[config.mk]
export PLATFORM = sky130hd
export DESIGN_NAME = io_event_ctrl
export DESIGN_NICKNAME = d
export VERILOG_FILES = /design/src/rtl/io_event_ctrl.sv
export SDC_FILE = /design/constraint.sdc
export NUM_CORES = 1
export LEC_CHECK = 0
export CORE_MARGIN = 4
export CORE_UTILIZATION = 56
export CTS_CLUSTER_DIAMETER = 30
export CTS_CLUSTER_SIZE = 28
export DETAILED_ROUTE_END_ITERATION = 7
export GPL_TIMING_DRIVEN = 0
export PLACE_DENSITY = 0.86
export SLEW_MARGIN = 20
export SYNTH_ARGS = -nofsm -noshare
export SYNTH_HDL_FRONTEND = slang
export SYNTH_SLANG_ARGS = --single-unit
export TNS_END_PERCENT = 50
[constraint.sdc]
create_clock -name clock -period 3.7 [get_ports clock]
set_input_delay 0.925 -clock clock [delete_from_list [all_inputs] [get_ports clock]]
set_output_delay 0.925 -clock clock [all_outputs]
set_load 0.02 [all_outputs]
[src/rtl/io_event_ctrl.sv]
`default_nettype none
// ============================================================================
// Module   : io_event_ctrl
// Brief    : Debounced button events queued in a small FIFO plus an LED
//            register. Optional IO_OVERFLOW_FLAG_EN adds a sticky overflow
//            bit on rdata[31].
// Revision : 1.0  initial release
// ============================================================================
module io_event_ctrl #(
  parameter int          DEBOUNCE_CYCLES = 250000,
  parameter int          FIFO_DEPTH      = 4,
  parameter logic [31:0] IO_READ_ADDR    = 32'd4096,
  parameter logic [31:0] LED_ADDR        = 32'd1
) (
  input  logic        clock,
  input  logic        reset,
  input  logic [3:0]  btn,
  input  logic [31:0] addr,
  input  logic [31:0] wdata,
  input  logic        wren,
  input  logic        rd_en,
  output logic        io_hit,
  output logic [31:0] rdata,
  output logic [15:0] led
);

  localparam int AW = (FIFO_DEPTH > 1) ? $clog2(FIFO_DEPTH) : 1;
  localparam int CW = (DEBOUNCE_CYCLES > 1) ? $clog2(DEBOUNCE_CYCLES + 1) : 1;
  localparam logic [CW-1:0] CNT_LAST = CW'(DEBOUNCE_CYCLES - 1);

  logic [3:0]    btn_meta;
  logic [3:0]    btn_sync;
  logic [3:0]    deb;
  logic [CW-1:0] cnt [4];
  logic [3:0]    settle;
  logic [3:0]    rise;
  logic [3:0]    pending;
  logic [3:0]    clr;
  logic          push_any;
  logic [1:0]    push_idx;
  logic          push;
  logic          pop;
  logic          full;
  logic          empty;
  logic [AW:0]   wptr;
  logic [AW:0]   rptr;
  logic [2:0]    mem [FIFO_DEPTH];
  logic          ovf_bit;
  logic          unused_ok;

  assign unused_ok = ^wdata[31:16];

  // Synchronizers and per-button debounce counters
  always_ff @(posedge clock or negedge reset) begin
    if (!reset) begin
      btn_meta <= '0;
      btn_sync <= '0;
      deb      <= '0;
      for (int i = 0; i < 4; i++) cnt[i] <= '0;
    end else begin
      btn_meta <= btn;
      btn_sync <= btn_meta;
      for (int i = 0; i < 4; i++) begin
        if (btn_sync[i] == deb[i]) begin
          cnt[i] <= '0;
        end else if (settle[i]) begin
          cnt[i] <= '0;
          deb[i] <= btn_sync[i];
        end else begin
          cnt[i] <= cnt[i] + 1'b1;
        end
      end
    end
  end

  always_comb begin
    settle = '0;
    for (int i = 0; i < 4; i++) begin
      settle[i] = (btn_sync[i] != deb[i]) && (cnt[i] == CNT_LAST);
    end
    rise = settle & btn_sync;
  end

  // Lowest index wins: U(0) > D(1) > L(2) > R(3)
  always_comb begin
    push_any = 1'b0;
    push_idx = 2'd0;
    for (int i = 3; i >= 0; i--) begin
      if (pending[i]) begin
        push_any = 1'b1;
        push_idx = 2'(i);
      end
    end
  end

  assign io_hit = (addr == IO_READ_ADDR);
  assign empty  = (wptr == rptr);
  assign full   = (wptr[AW] != rptr[AW]) && (wptr[AW-1:0] == rptr[AW-1:0]);
  assign pop    = rd_en && io_hit && !empty;
  assign push   = push_any && (!full || pop);

  always_comb begin
    clr = '0;
    if (push) clr[push_idx] = 1'b1;
  end

  always_ff @(posedge clock or negedge reset) begin
    if (!reset) begin
      pending <= '0;
      wptr    <= '0;
      rptr    <= '0;
    end else begin
      pending <= (pending & ~clr) | rise;
      if (push) wptr <= wptr + 1'b1;
      if (pop)  rptr <= rptr + 1'b1;
    end
  end

  // Storage carries no reset; the pointers alone define valid contents
  always_ff @(posedge clock) begin
    if (push) mem[wptr[AW-1:0]] <= {1'b0, push_idx} + 3'd1;
  end

`ifdef IO_OVERFLOW_FLAG_EN
  logic [3:0] drop;
  logic       ovf;

  assign drop = rise & pending & ~clr;

  always_ff @(posedge clock or negedge reset) begin
    if (!reset) begin
      ovf <= 1'b0;
    end else if (|drop) begin
      ovf <= 1'b1;
    end else if (rd_en && io_hit) begin
      ovf <= 1'b0;
    end
  end

  assign ovf_bit = ovf;
`else
  assign ovf_bit = 1'b0;
`endif

  assign rdata = {ovf_bit, 28'd0, empty ? 3'd0 : mem[rptr[AW-1:0]]};

  always_ff @(posedge clock or negedge reset) begin
    if (!reset) begin
      led <= '0;
    end else if (wren && (addr == LED_ADDR)) begin
      led <= wdata[15:0];
    end
  end

endmodule
`default_nettype wire

==> run_results.csv <==
group,metric,value,unit
die,core_area,10300,um2
timing,hold_viol,0,
detailed_routing,remaining_drc_errors,0,
detailed_routing,dr.pass1.iters,4,
cells_and_area,multiInputGateArea,2540,um2
pwr,total_power,3.05,mW
synth,synthMuxAreaShare,5.15,%
pwr,leakage,3.32,nW
pwr,switching_power,0.672,mW
synth,seq_area_frac_synth,52.7,%
placement,dp_cells,792,
clock_network,cts_tree,"done",
setup_path,critPathLaunchType,"input pin",
timing,finalSetupViolations,0,
timing,fmax,279,MHz
timing,maxSlewViolCount,0,
clock_network,htreeDepth,4,
synth,synthesis.area,5910,um2
setup_path,crit_arrival,2.65,ns
pwr,irDropWorstVdd,0.000287,V
synth,synth-compound-area-share,1.38,%
grt,grt_max_degree,57,
synth,syn_inst,552,
detailed_routing,avgViaCountPerCell,5.21,
clock_network,cts_sinks,122,
synth,synthXorXnorAreaFrac,11.1,%
outcome,status,"finished clean",
cells_and_area,final_cell_mix,"dfrtp_1 (110), nor2_1 (92), clkdlybuf4s50_1 (74), xnor2_1 (40), nand3_1 (36)",
clock_network,hold_buffers,0,
synth,syn_area_per_cell,10.7,um2
grt,grt_usage,20.8,%
synth,ys_ff_latch,122,
clock_network,cts_setup_buffers,0,
detailed_routing,vias,4292,
setup_path,crit_top_cell,"clkdlybuf4s50_1",
grt,grt_first_pass_wirelength,20800,um
clock_network,post_cts_resized,0,
synth,yosysWarnings,0,
clock_network,cts_buffers,17,
cells_and_area,nets,760,
detailed_routing,drt_iter0_drc,188,
pwr,pwr-share-comb,5.9,%
die,io_pins,121,
setup_path,crit_fanout,3,
cells_and_area,final_util,73.1,%
synth,synth_top_family_by_area,"simple AND/OR/NAND/NOR gates",
timing,max-slew-margin-rel,38.5,%
pwr,seqPwrFrac,45.2,%
cells_and_area,drive_above_1_share,14.5,%
cells_and_area,regArea,3110,um2
grt,grt_overflow,0,
synth,ys_types,37,
cells_and_area,instances_no_fill,824,
pwr,intPower,2.38,mW
synth,synthAdderAreaFrac,2.75,%
timing,skew,0.00808,ns
die,num_rows,37,
placement,postPlaceCellArea,6960,um2
clock_network,cts.path.max_buffers,2,
pwr,p_per_area,406,nW/um2
job,drv_cap,0,
placement,dp.final_hpwl,8700,um
clock_network,clkTransAtPathRegs,0.05,ns
timing,hold_ws,0.347,ns
placement,routabilityCongestion,0.882,
die,die_x,111,um
setup_path,slowest_stage,"clkdlybuf4s50_1",
die,start_util,57.5,%
setup_path,max_stage_delay,0.61,ns
cells_and_area,diodes,0,
timing,timing.final.crit_share,96.7,%
synth,synth_simple_gate_area_share,20.8,%
detailed_routing,ant_nets,0,
setup_path,path_buf_inv,2,
hold_path,hold_path.class,"reg2reg",
die,die_y,111,um
timing,rsz0062_at_grt,"false",
grt,grt_pass1_vias,4420,
pwr,swShare,22.0,%
grt,grt_antenna_before_repair,0,
clock_network,insertion_delay,0.52,ns
die,die_area,12300,um2
cells_and_area,fin_area,7510,um2
clock_network,clock-root-buffer,"clkbuf_8",
setup_path,worst-setup-path-type,"in2out",
detailed_routing,drt_wl_total,11800,um
cells_and_area,areaGrowthSynthToFinish,27.1,%
timing,worst_slew_pin_slew,0.914,ns
setup_path,crit_family,"buffers and inverters",
timing,period_needed,3.58,ns
cells_and_area,final_common_cell,"dfrtp_1",
setup_path,critPathCaptureType,"output pin",
pwr,clkPwrFrac,48.8,%
detailed_routing,wl_per_cell,14.4,um
setup_path,cp_cell_sequence,"clkdlybuf4s50_1 > nor4_1 > nand4_1 > nor2_1 > clkdlybuf4s50_1",
cells_and_area,fillers,661,
setup_path,crit_required,2.77,ns
placement,placement.io_buffers,75,
-- metrics by stage --
stage	setup slack [ns]	TNS, ns
3_5_place_dp	0.129	0
4_1_cts	0.128	0
2_1_floorplan	0.987	0
6_report	0.121	0
5_1_grt	0.0216	0
3_3_place_gp	-2.32	-254.48
-- synth_stat cells --
cell	count	area share [%]
o211ai_1	1	0.13
mux2_2	21	4.0
nor2_1	92	5.8
dfrtp_1	110	47
nand3b_1	2	0.25
edfxtp_1	12	6.1
inv_1	18	1.1
a211oi_4	1	0.34
and2_1	5	0.53
nand2_1	29	1.8
and4_1	3	0.44
nand4_1	15	1.6
buf_4	32	4.1
xor2_1	35	5.2
and3_1	14	1.5
mux4_2	3	1.1
buf_2	5	0.42
xnor2_1	40	5.9
nor4_2	1	0.21
nor4b_1	7	1.0
conb_1	1	0.063
a21oi_1	3	0.25
ha_1	13	2.8
nand2b_1	1	0.11
nor3_1	10	0.85
or2_2	3	0.32
nor4_1	16	1.7
nand3_1	36	3.1
o31ai_1	1	0.13
buf_6	1	0.19
or4_1	3	0.38
or3_1	1	0.11
nor2b_1	8	0.85
a21oi_4	1	0.28
clkbuf_1	4	0.25
or4b_1	1	0.17
o21ai_0	3	0.25
-- layout make-up --
cell class | instances | area share, %
Clock buffer | 21 | 5.98
Multi-Input combinational cell | 398 | 33.8
Sequential cell | 122 | 41.5
Timing Repair Buffer | 76 | 10.4
Tap cell | 136 | 2.27
Buffer | 42 | 3.88
Clock inverter | 11 | 1.30
Inverter | 18 | 0.900
-- cell families after synthesis --
group	after synthesis
AND/OR/NAND/NOR	247
buffers and inverters	60
AO/OA/AOI/OAI	10
XOR/XNOR	75
other	1
adder cells (fa/ha/maj)	13
multiplexers	24
flip-flops	122
-- routing by layer --
metal	vias up	wire length, um	GRT usage, %
met4	0	211	7.80
li1	2061	-	-
met5	-	0	0
met2	126	6040	35.9
met3	19	672	6.17
met1	2086	4900	24.6
-- sequential cells by signal, indices dropped and copies added, names as in the netlist --
name      cells
rptr          3
cnt          72
btn_sync      4
wptr          3
btn_meta      4
mem          12
led          16
deb           4
pending       4
-- power groups by stage --
| stage | clock [mW] | combinational, mW | sequential [mW] |
|---|---|---|---|
| floorplan | 0 | 0.0850 | 1.40 |
| global placement | 0 | 0.173 | 1.40 |
| detailed placement | 0 | 0.181 | 1.40 |
| CTS | 1.52 | 0.182 | 1.38 |
| global route | 1.58 | 0.201 | 1.38 |
| finish | 1.49 | 0.181 | 1.38 |
-- worst paths after layout --
| kind | start | to | slack (ns) | depth (start not counted) |
|---|---|---|---|---|
| max | addr[18] | io_hit | 0.12 | 5 |
| min | btn_meta[1] | btn_sync[1] | 0.35 | 0 |
| max reg2reg | rptr[0] | mem[0][0] | 1.46 | 7 |
| min reg2reg | btn_meta[1] | btn_sync[1] | 0.35 | 0 |
| max in group asynchronous | reset | cnt[20] | 2.69 | 2 |
| min in group asynchronous | reset | cnt[46] | 0.36 | 1 |
-- worst reg2reg max path: stages, from the launching register on --
cell	delay, ns
dfrtp_1	0.34
buf_2	0.19
xor2_1	0.21
o31ai_1	0.09
or4_1	0.50
buf_6	0.17
a21oi_4	0.20
and2_1	0.24
Note: power is estimated with default switching activity, not from simulation.
